==> src/rtl/mc_pkg.sv <==
// mc_pkg: shared constants and types for the multi-cycle datapath.
// Holds opcodes, functs, FSM states, ALU ops and status bit indices.
package mc_pkg;

  localparam logic [5:0] OP_RTYPE = 6'h00;
  localparam logic [5:0] OP_ADDI  = 6'h08;
  localparam logic [5:0] OP_ANDI  = 6'h0C;
  localparam logic [5:0] OP_ORI   = 6'h0D;
  localparam logic [5:0] OP_LW    = 6'h23;
  localparam logic [5:0] OP_SW    = 6'h2B;

  localparam logic [5:0] FN_ADD = 6'h20;
  localparam logic [5:0] FN_SUB = 6'h22;
  localparam logic [5:0] FN_AND = 6'h24;
  localparam logic [5:0] FN_OR  = 6'h25;
  localparam logic [5:0] FN_SLT = 6'h2A;

  typedef enum logic [2:0] {
    S_IDLE,
    S_DECODE,
    S_EXEC,
    S_MEM,
    S_WB
  } state_e;

  typedef enum logic [2:0] {
    ALU_ADD,
    ALU_SUB,
    ALU_AND,
    ALU_OR,
    ALU_SLT
  } alu_op_e;

  // status = {zero, negative, carry, overflow}
  localparam int ST_Z = 3;
  localparam int ST_N = 2;
  localparam int ST_C = 1;
  localparam int ST_V = 0;

endpackage

==> src/rtl/mc_alu.sv <==
// mc_alu: combinational ALU (add/sub/and/or/slt) with status flags.
// Ports: a_i, b_i operands; op_i operation; y_o result; status_o {z,n,c,v}.
module mc_alu
  import mc_pkg::*;
#(
  parameter int DATA_W = 32
) (
  input  logic [DATA_W-1:0] a_i,
  input  logic [DATA_W-1:0] b_i,
  input  alu_op_e           op_i,
  output logic [DATA_W-1:0] y_o,
  output logic [3:0]        status_o
);

  localparam int M  = DATA_W - 1;
  localparam int W1 = DATA_W + 1;

  logic [DATA_W:0]   sum;
  logic [DATA_W-1:0] y;
  logic              c;
  logic              v;

  always_comb begin
    sum = '0;
    y   = '0;
    c   = 1'b0;
    v   = 1'b0;
    unique case (op_i)
      ALU_ADD: begin
        sum = {1'b0, a_i} + {1'b0, b_i};
        y   = sum[DATA_W-1:0];
        c   = sum[DATA_W];
        v   = (a_i[M] == b_i[M]) && (y[M] != a_i[M]);
      end
      ALU_SUB: begin
        // carry-out of a + ~b + 1 is the inverted borrow
        sum = {1'b0, a_i} + {1'b0, ~b_i} + W1'(1);
        y   = sum[DATA_W-1:0];
        c   = sum[DATA_W];
        v   = (a_i[M] != b_i[M]) && (y[M] != a_i[M]);
      end
      ALU_AND: y = a_i & b_i;
      ALU_OR:  y = a_i | b_i;
      ALU_SLT: y = {{(DATA_W-1){1'b0}},
                    $signed(a_i) < $signed(b_i)};
      default: y = '0;
    endcase
    y_o            = y;
    status_o       = '0;
    status_o[ST_Z] = (y == '0);
    status_o[ST_N] = y[M];
    status_o[ST_C] = c;
    status_o[ST_V] = v;
  end

endmodule

==> src/rtl/mc_datapath.sv <==
// mc_datapath: multi-cycle MIPS-subset core (IDLE/DECODE/EXEC/MEM/WB).
// Ports: instr/valid/ready in, result/status/illegal + pulse out, dbg read.
module mc_datapath
  import mc_pkg::*;
#(
  parameter int DATA_W    = 32,
  parameter int REG_COUNT = 32,
  parameter int MEM_DEPTH = 64
) (
  input  logic              clk,
  input  logic              rst_n,
  input  logic [31:0]       instr,
  input  logic              instr_valid,
  output logic              instr_ready,
  output logic [DATA_W-1:0] result,
  output logic              result_valid,
  output logic [3:0]        status,
  output logic              illegal,
  input  logic [4:0]        dbg_addr,
  output logic [DATA_W-1:0] dbg_data
);

  localparam int         AW = $clog2(MEM_DEPTH);
  localparam logic [5:0] RC = 6'(REG_COUNT);

  function automatic logic rf_ok(input logic [4:0] idx);
    return (idx != 5'd0) && ({1'b0, idx} < RC);
  endfunction

  state_e state_q, state_d;

  logic [31:0]       instr_q;
  logic [DATA_W-1:0] regs_q [32];
  logic [DATA_W-1:0] mem_q  [MEM_DEPTH];
  logic [DATA_W-1:0] a_q, b_q, st_q;
  logic [DATA_W-1:0] alu_q, load_q;
  logic [3:0]        flags_q;
  logic [DATA_W-1:0] result_q;
  logic [3:0]        status_q;
  logic              illegal_q, valid_q;

  logic [5:0] opc, fn;
  logic [4:0] rs, rt, rd;
  assign opc = instr_q[31:26];
  assign rs  = instr_q[25:21];
  assign rt  = instr_q[20:16];
  assign rd  = instr_q[15:11];
  assign fn  = instr_q[5:0];

  alu_op_e    op;
  logic       use_imm, zext, is_lw, is_sw;
  logic       wr_en, bad;
  logic [4:0] dest;

  always_comb begin
    op      = ALU_ADD;
    use_imm = 1'b0;
    zext    = 1'b0;
    is_lw   = 1'b0;
    is_sw   = 1'b0;
    wr_en   = 1'b0;
    bad     = 1'b0;
    dest    = rd;
    unique case (1'b1)
      (opc == OP_RTYPE && fn == FN_ADD): wr_en = 1'b1;
      (opc == OP_RTYPE && fn == FN_SUB): begin
        op = ALU_SUB; wr_en = 1'b1;
      end
      (opc == OP_RTYPE && fn == FN_AND): begin
        op = ALU_AND; wr_en = 1'b1;
      end
      (opc == OP_RTYPE && fn == FN_OR): begin
        op = ALU_OR; wr_en = 1'b1;
      end
      (opc == OP_RTYPE && fn == FN_SLT): begin
        op = ALU_SLT; wr_en = 1'b1;
      end
      (opc == OP_ADDI): begin
        use_imm = 1'b1; dest = rt; wr_en = 1'b1;
      end
      (opc == OP_ANDI): begin
        op = ALU_AND; use_imm = 1'b1; zext = 1'b1;
        dest = rt; wr_en = 1'b1;
      end
      (opc == OP_ORI): begin
        op = ALU_OR; use_imm = 1'b1; zext = 1'b1;
        dest = rt; wr_en = 1'b1;
      end
      (opc == OP_LW): begin
        use_imm = 1'b1; is_lw = 1'b1;
        dest = rt; wr_en = 1'b1;
      end
      (opc == OP_SW): begin
        use_imm = 1'b1; is_sw = 1'b1;
      end
      default: bad = 1'b1;
    endcase
  end

  logic [DATA_W-1:0] imm_x, rs_val, rt_val, wb_val;
  logic [DATA_W-1:0] alu_y;
  logic [3:0]        alu_st;
  logic [AW-1:0]     maddr;

  assign imm_x  = zext ? {{(DATA_W-16){1'b0}}, instr_q[15:0]}
                       : {{(DATA_W-16){instr_q[15]}}, instr_q[15:0]};
  assign rs_val = rf_ok(rs) ? regs_q[rs] : '0;
  assign rt_val = rf_ok(rt) ? regs_q[rt] : '0;
  assign wb_val = is_lw ? load_q : alu_q;
  // word address; upper bits dropped so addresses wrap
  assign maddr  = alu_q[AW+1:2];

  mc_alu #(.DATA_W(DATA_W)) u_alu (
    .a_i      (a_q),
    .b_i      (b_q),
    .op_i     (op),
    .y_o      (alu_y),
    .status_o (alu_st)
  );

  always_comb begin
    state_d = state_q;
    unique case (state_q)
      S_IDLE:   if (instr_valid) state_d = S_DECODE;
      S_DECODE: state_d = S_EXEC;
      S_EXEC:   state_d = (is_lw || is_sw) ? S_MEM : S_WB;
      S_MEM:    state_d = S_WB;
      S_WB:     state_d = S_IDLE;
      default:  state_d = S_IDLE;
    endcase
  end

  always_ff @(posedge clk or negedge rst_n) begin
    if (!rst_n) state_q <= S_IDLE;
    else        state_q <= state_d;
  end

  always_ff @(posedge clk or negedge rst_n) begin
    if (!rst_n) begin
      instr_q   <= '0;
      a_q       <= '0;
      b_q       <= '0;
      st_q      <= '0;
      alu_q     <= '0;
      load_q    <= '0;
      flags_q   <= '0;
      result_q  <= '0;
      status_q  <= '0;
      illegal_q <= 1'b0;
      valid_q   <= 1'b0;
      for (int i = 0; i < 32; i++) regs_q[i] <= '0;
    end else begin
      valid_q <= 1'b0;
      if (state_q == S_IDLE && instr_valid) instr_q <= instr;
      if (state_q == S_DECODE) begin
        a_q  <= rs_val;
        b_q  <= use_imm ? imm_x : rt_val;
        st_q <= rt_val;
      end
      if (state_q == S_EXEC) begin
        alu_q   <= alu_y;
        flags_q <= alu_st;
      end
      if (state_q == S_MEM && is_lw) load_q <= mem_q[maddr];
      if (state_q == S_WB) begin
        valid_q   <= 1'b1;
        illegal_q <= bad;
        result_q  <= bad ? '0 : wb_val;
        status_q  <= bad ? '0 : flags_q;
        if (wr_en && rf_ok(dest)) regs_q[dest] <= wb_val;
      end
    end
  end

  // memory contents survive reset
  always_ff @(posedge clk) begin
    if (state_q == S_MEM && is_sw) mem_q[maddr] <= st_q;
  end

  assign instr_ready  = (state_q == S_IDLE);
  assign result       = result_q;
  assign result_valid = valid_q;
  assign status       = status_q;
  assign illegal      = illegal_q;
  assign dbg_data     = rf_ok(dbg_addr) ? regs_q[dbg_addr] : '0;

endmodule

==> config.mk <==
export PLATFORM = sky130hd
export DESIGN_NAME = mc_datapath
export DESIGN_NICKNAME = d
export VERILOG_FILES = /design/src/rtl/mc_pkg.sv /design/src/rtl/mc_alu.sv /design/src/rtl/mc_datapath.sv
export SDC_FILE = /design/constraint.sdc
export NUM_CORES = 2
export LEC_CHECK = 0
export BUFFER_PORTS_ARGS = -buffer_cell sky130_fd_sc_hd__buf_2
export CAP_MARGIN = 20
export CELL_PAD_IN_SITES_DETAIL_PLACEMENT = 1
export CELL_PAD_IN_SITES_GLOBAL_PLACEMENT = 1
export CORE_MARGIN = 2
export CORE_UTILIZATION = 34
export CTS_CLUSTER_SIZE = 28
export DETAILED_ROUTE_END_ITERATION = 7
export GPL_ROUTABILITY_DRIVEN = 1
export GPL_TIMING_DRIVEN = 0
export PLACE_DENSITY = 0.52
export SKIP_LAST_GASP = 1
export SYNTH_ARGS = -nofsm -noshare
export SYNTH_HDL_FRONTEND = slang
export SYNTH_SLANG_ARGS = --single-unit
==> constraint.sdc <==
create_clock -name clk -period 11.3 [get_ports clk]
set_input_delay 0.565 -clock clk [delete_from_list [all_inputs] [get_ports clk]]
set_output_delay 0.565 -clock clk [all_outputs]
set_load 0.01 [all_outputs]
==> results.rst <==
.. list-table::
   :header-rows: 1

   * - Metric
     - Value
   * - Tightest slew margin relative to the limit
     - -0.01846
   * - Worst vdd rail ir drop
     - 0.1580 mV
   * - Largest net degree at the start of global routing
     - 156
   * - Final setup violating endpoints
     - 0
   * - DRC violation total after the first TritonRoute iteration
     - about 17000
   * - Post-route clock skew
     - 94.25 ps
   * - Complex-gate fraction of the synthesized area
     - 0.1384
   * - Worst setup SP type
     - flip-flop
   * - Crit share post-route
     - 0.6115
   * - Avg WL per Cell
     - 45.10 µm
   * - Maximum level of the CTS H-tree
     - 5
   * - Die width
     - around 660 µm
   * - Clock tree from TritonCTS
     - done
   * - Xor/xnor cell area share of the yosys netlist
     - 0.0006499
   * - Failing checks
     - max-slew violations
   * - Synth unique cells
     - 86
   * - DP HPWL
     - 593.1 mm
   * - Final-layout setup total negative slack
     - 0 ps
   * - Clk Latency, worst-skew pair
     - roughly 1000 ps
   * - Final Critical Period
     - 6910 ps
   * - Via count of the first global-routing pass
     - 115300
   * - Port Buf Inserts
     - 107
   * - Number of gates given a new drive strength after cts
     - 0
   * - Net count, final
     - approximately 12000
   * - Cells after Synth
     - between 10000 and 15000
   * - Largest area contributor in the netlist
     - edfxtp_1
   * - Number of standard cells in the layout, taps in and fillers out
     - around 18000
   * - Post-Place Cells
     - about 17000
   * - Adder-Cell Fraction of Synth Area
     - 0.008372
   * - Sequential cell area fraction in the yosys report
     - 0.6275
   * - Design internal power
     - approximately 26000 µW
   * - Cts-stage hold buffer count
     - 34
   * - Combinational group share of total power
     - 0.403
   * - EDFF count, synth
     - approximately 2000
   * - First-pass iteration count of the detailed router
     - 6
   * - Largest fanout on the critical path
     - 17
   * - Global route total overflow
     - 0
   * - Hold Violations, Final
     - 0
   * - Last weighted congestion value of the routability-driven placer
     - 0.9539
   * - Required time of the worst setup path
     - between 10000 and 15000 ps
   * - Growth of design area from synthesis to finish
     - 19.44%
   * - Total power after layout
     - 46110 µW
   * - Endpoint arrival time on the critical path
     - between 7000 and 8000 ps
   * - Number of storage elements in the synthesis netlist
     - 3308
   * - Floorplan Core Area
     - about 430000 µm²
   * - Primary flip-flop cell chosen by synthesis mapping
     - edfxtp_1
   * - Fmax
     - ~140 MHz
   * - Buffers inserted during post-CTS setup optimization
     - 0
   * - Main combinational cell family by area after synthesis
     - multiplexers
   * - Post-route ant nets
     - 0
   * - CTS Buffer Depth
     - 4
   * - Post-synth design cell area
     - approximately 150000 µm²
   * - Cell types with the largest area share after synthesis
     - edfxtp_1, dfrtp_1, mux4_2
   * - Cell at the root of the clock tree
     - clkbuf_16
   * - Number of buffers created by CTS
     - 378
   * - Number of warnings printed during yosys synthesis
     - 0
   * - Worst setup margin
     - 4390 ps
   * - CP max-delay cell
     - nor2_4
   * - Detail-routed via count per cell
     - 6.495
   * - Worst hold path class
     - in -> async
   * - Clock sink count
     - 3308
   * - Top Ports
     - about 110
   * - Number of nets in the synthesized netlist
     - between 10000 and 15000
   * - Number of core rows
     - 242
   * - Result of the run
     - finished, violations left
   * - All-layer global routing usage
     - 0.3572
   * - Total number of vias
     - 116200
   * - Crit path capture type
     - flip-flop
   * - Crit path kind
     - reg -> reg
   * - Pins over their slew limit
     - 2
   * - Max incr delay on CP
     - ~1000 ps
   * - Total net switching power
     - 20080 µW
   * - Area share of and/or/nand/nor cells after synthesis
     - 0.05771
   * - Full die area
     - 441300 µm²
   * - Effective utilization at floorplan
     - 0.3414
   * - Worst slack after detailed placement
     - 4664 ps
   * - Async SR Flop Fraction
     - 0.3809
   * - Initial antenna violation count
     - 68
   * - Sw Ratio
     - 0.4354
   * - Critical path's most frequent cell
     - clkbuf_1
   * - Share of post-route cells with drive strength above 1
     - 0.1842
   * - Mapped Avg Cell Area
     - 13.63 µm²
   * - DRC violations left
     - 0
   * - Maximum capacitance violations
     - 0
   * - Setup repair after global routing missed its margin
     - no
   * - Die span in y
     - 664.3 µm
   * - Portion of synthesized cell area occupied by the leading cell type
     - 0.4148
   * - Ratio of total power to cell area
     - 260.4 nW/µm²
   * - Clk network pwr share
     - 0.273
   * - Cell Chain, Critical Path
     - clkbuf_1 > buf_16 > and3_1 > clkbuf_1 > clkbuf_1 > clkbuf_2 > buf_2 > clkbuf_1 > nand2_1 > nor2_4 > buf_12
   * - Clock Pin Slew Worst Setup and Hold Paths
     - 80 ps
   * - Wire length of the first global-routing pass
     - 1067 mm
   * - Share of power burned in registers
     - 0.324
   * - Worst-Margin Slew
     - about 1500 ps
   * - Total wire length after detailed routing
     - 806.9 mm
   * - Share of cell area taken by muxes after synthesis
     - 0.1392
   * - Leakage component of the power
     - 0.06390 µW
-- worst paths after layout --
path                       startpoint  slack, ps           end  cells after the start
setup / recovery             alu_q[3]       4390  mem_q[15][6]                     11
hold / removal                  rst_n        100       a_q[27]                      2
setup reg to reg             alu_q[3]       4390  mem_q[15][6]                     11
hold reg to reg            result[28]        480    result[28]                      2
max in group asynchronous       rst_n       8150   regs_q[903]                      6
min in group clk            instr[26]        330   instr_q[26]                      4
-- state kept, by name (all words and copies together), names as in the netlist --
register / flops
state_q: 3
mem_q: 2048
result: 32
regs_q: 1024
st_q: 32
status: 4
alu_q: 31
a_q: 32
load_q: 32
flags_q: 4
result_valid: 1
illegal: 1
instr_q: 32
b_q: 32
-- critical path, delay by kind of cell (launching register included) --
family	cells	cell delay (ps)
simple gates	3	1970
buf+inv	8	4090
flops	1	330
-- kinds of logic (layout without fill, tap and decap cells) --
kind of cell / after synthesis / after routing
flip-flops: 3308 / 3308
AO/OA/AOI/OAI: 3196 / 3196
AND/OR/NAND/NOR: 1999 / 1999
multiplexers: 1169 / 1169
buffers and inverters: 1096 / 2347
adder cells (fa/ha/maj): 98 / 98
XOR/XNOR: 11 / 11
other: 0 / 29
-- layer usage --
layer,GRT usage,vias to the layer above,wire [µm]
li1,-,44580,-
met1,0.4457,62330,300300
met2,0.5483,7251,359300
met3,0.07969,1998,74950
met4,0.2583,46,72060
met5,0,-,297
-- through the flow --
stage / util / hold WS, ps / cell area, µm²
global placement: 0.3592 / 464.1 / 156000
floorplan: - / 269.4 / 148200
detailed placement: 0.3774 / 469.3 / 163900
finish: 0.4078 / 95.43 / 177100
global route: 0.4076 / 178.5 / 177000
CTS: 0.4064 / 129.9 / 176500
-- synth_stat cells, types with 80 or more instances --
cell type,n
a21oi_1,923
a221oi_1,187
a22o_1,152
a22oi_1,766
a31oi_1,91
buf_1,185
clkbuf_1,756
dfrtp_1,1260
edfxtp_1,2048
ha_1,96
inv_1,113
mux2_2,131
mux2i_1,337
mux4_2,701
nand2_1,630
nand4_1,187
nor2_1,932
nor3_1,80
o21ai_0,653
o221ai_1,92
o22ai_1,123
-- power by group through the flow --
stage	combinational (µW)	sequential (µW)	clock [µW]
6_report	18600	14900	12600
5_1_grt	18600	15000	13100
4_1_cts	17800	14900	12700
3_5_place_dp	17700	15100	0
3_3_place_gp	16000	15600	0
2_1_floorplan	7490	14900	0
-- area by class of cell --
cell class / instances / area [µm²]
Buffer: 983 / 3887
Inverter: 113 / 424.2
Fill cell: 44380 / 257100
Clock inverter: 176 / 1891
Clock buffer: 509 / 10390
Timing Repair Buffer: 566 / 8288
Antenna cell: 29 / 72.57
Tap cell: 5734 / 7174
Sequential cell: 3308 / 93090
Multi-Input combinational cell: 6473 / 51840
-- cells in the final DEF (no fill, tap or decap), types with 29 or more instances in the layout --
master / count
a21o_1: 29
a21oi_1: 916
a221oi_1: 186
a22o_1: 152
a22oi_1: 766
a31oi_1: 91
buf_1: 139
buf_12: 111
buf_16: 66
buf_2: 193
buf_6: 44
buf_8: 180
bufinv_16: 31
clkbuf_1: 787
clkbuf_16: 383
clkbuf_2: 62
clkbuf_8: 33
clkinv_1: 53
clkinv_2: 62
dfrtp_1: 1228
diode_2: 29
dlygate4sd3_1: 34
edfxtp_1: 2048
ha_1: 96
inv_1: 113
mux2_2: 131
mux2i_1: 308
mux4_2: 701
nand2_1: 630
nand3_1: 36
nand4_1: 187
nor2_1: 863
nor2_4: 65
nor3_1: 70
o211ai_1: 34
o21ai_0: 653
o221ai_1: 92
o22ai_1: 123
Note: power is estimated with default switching activity, not from simulation.
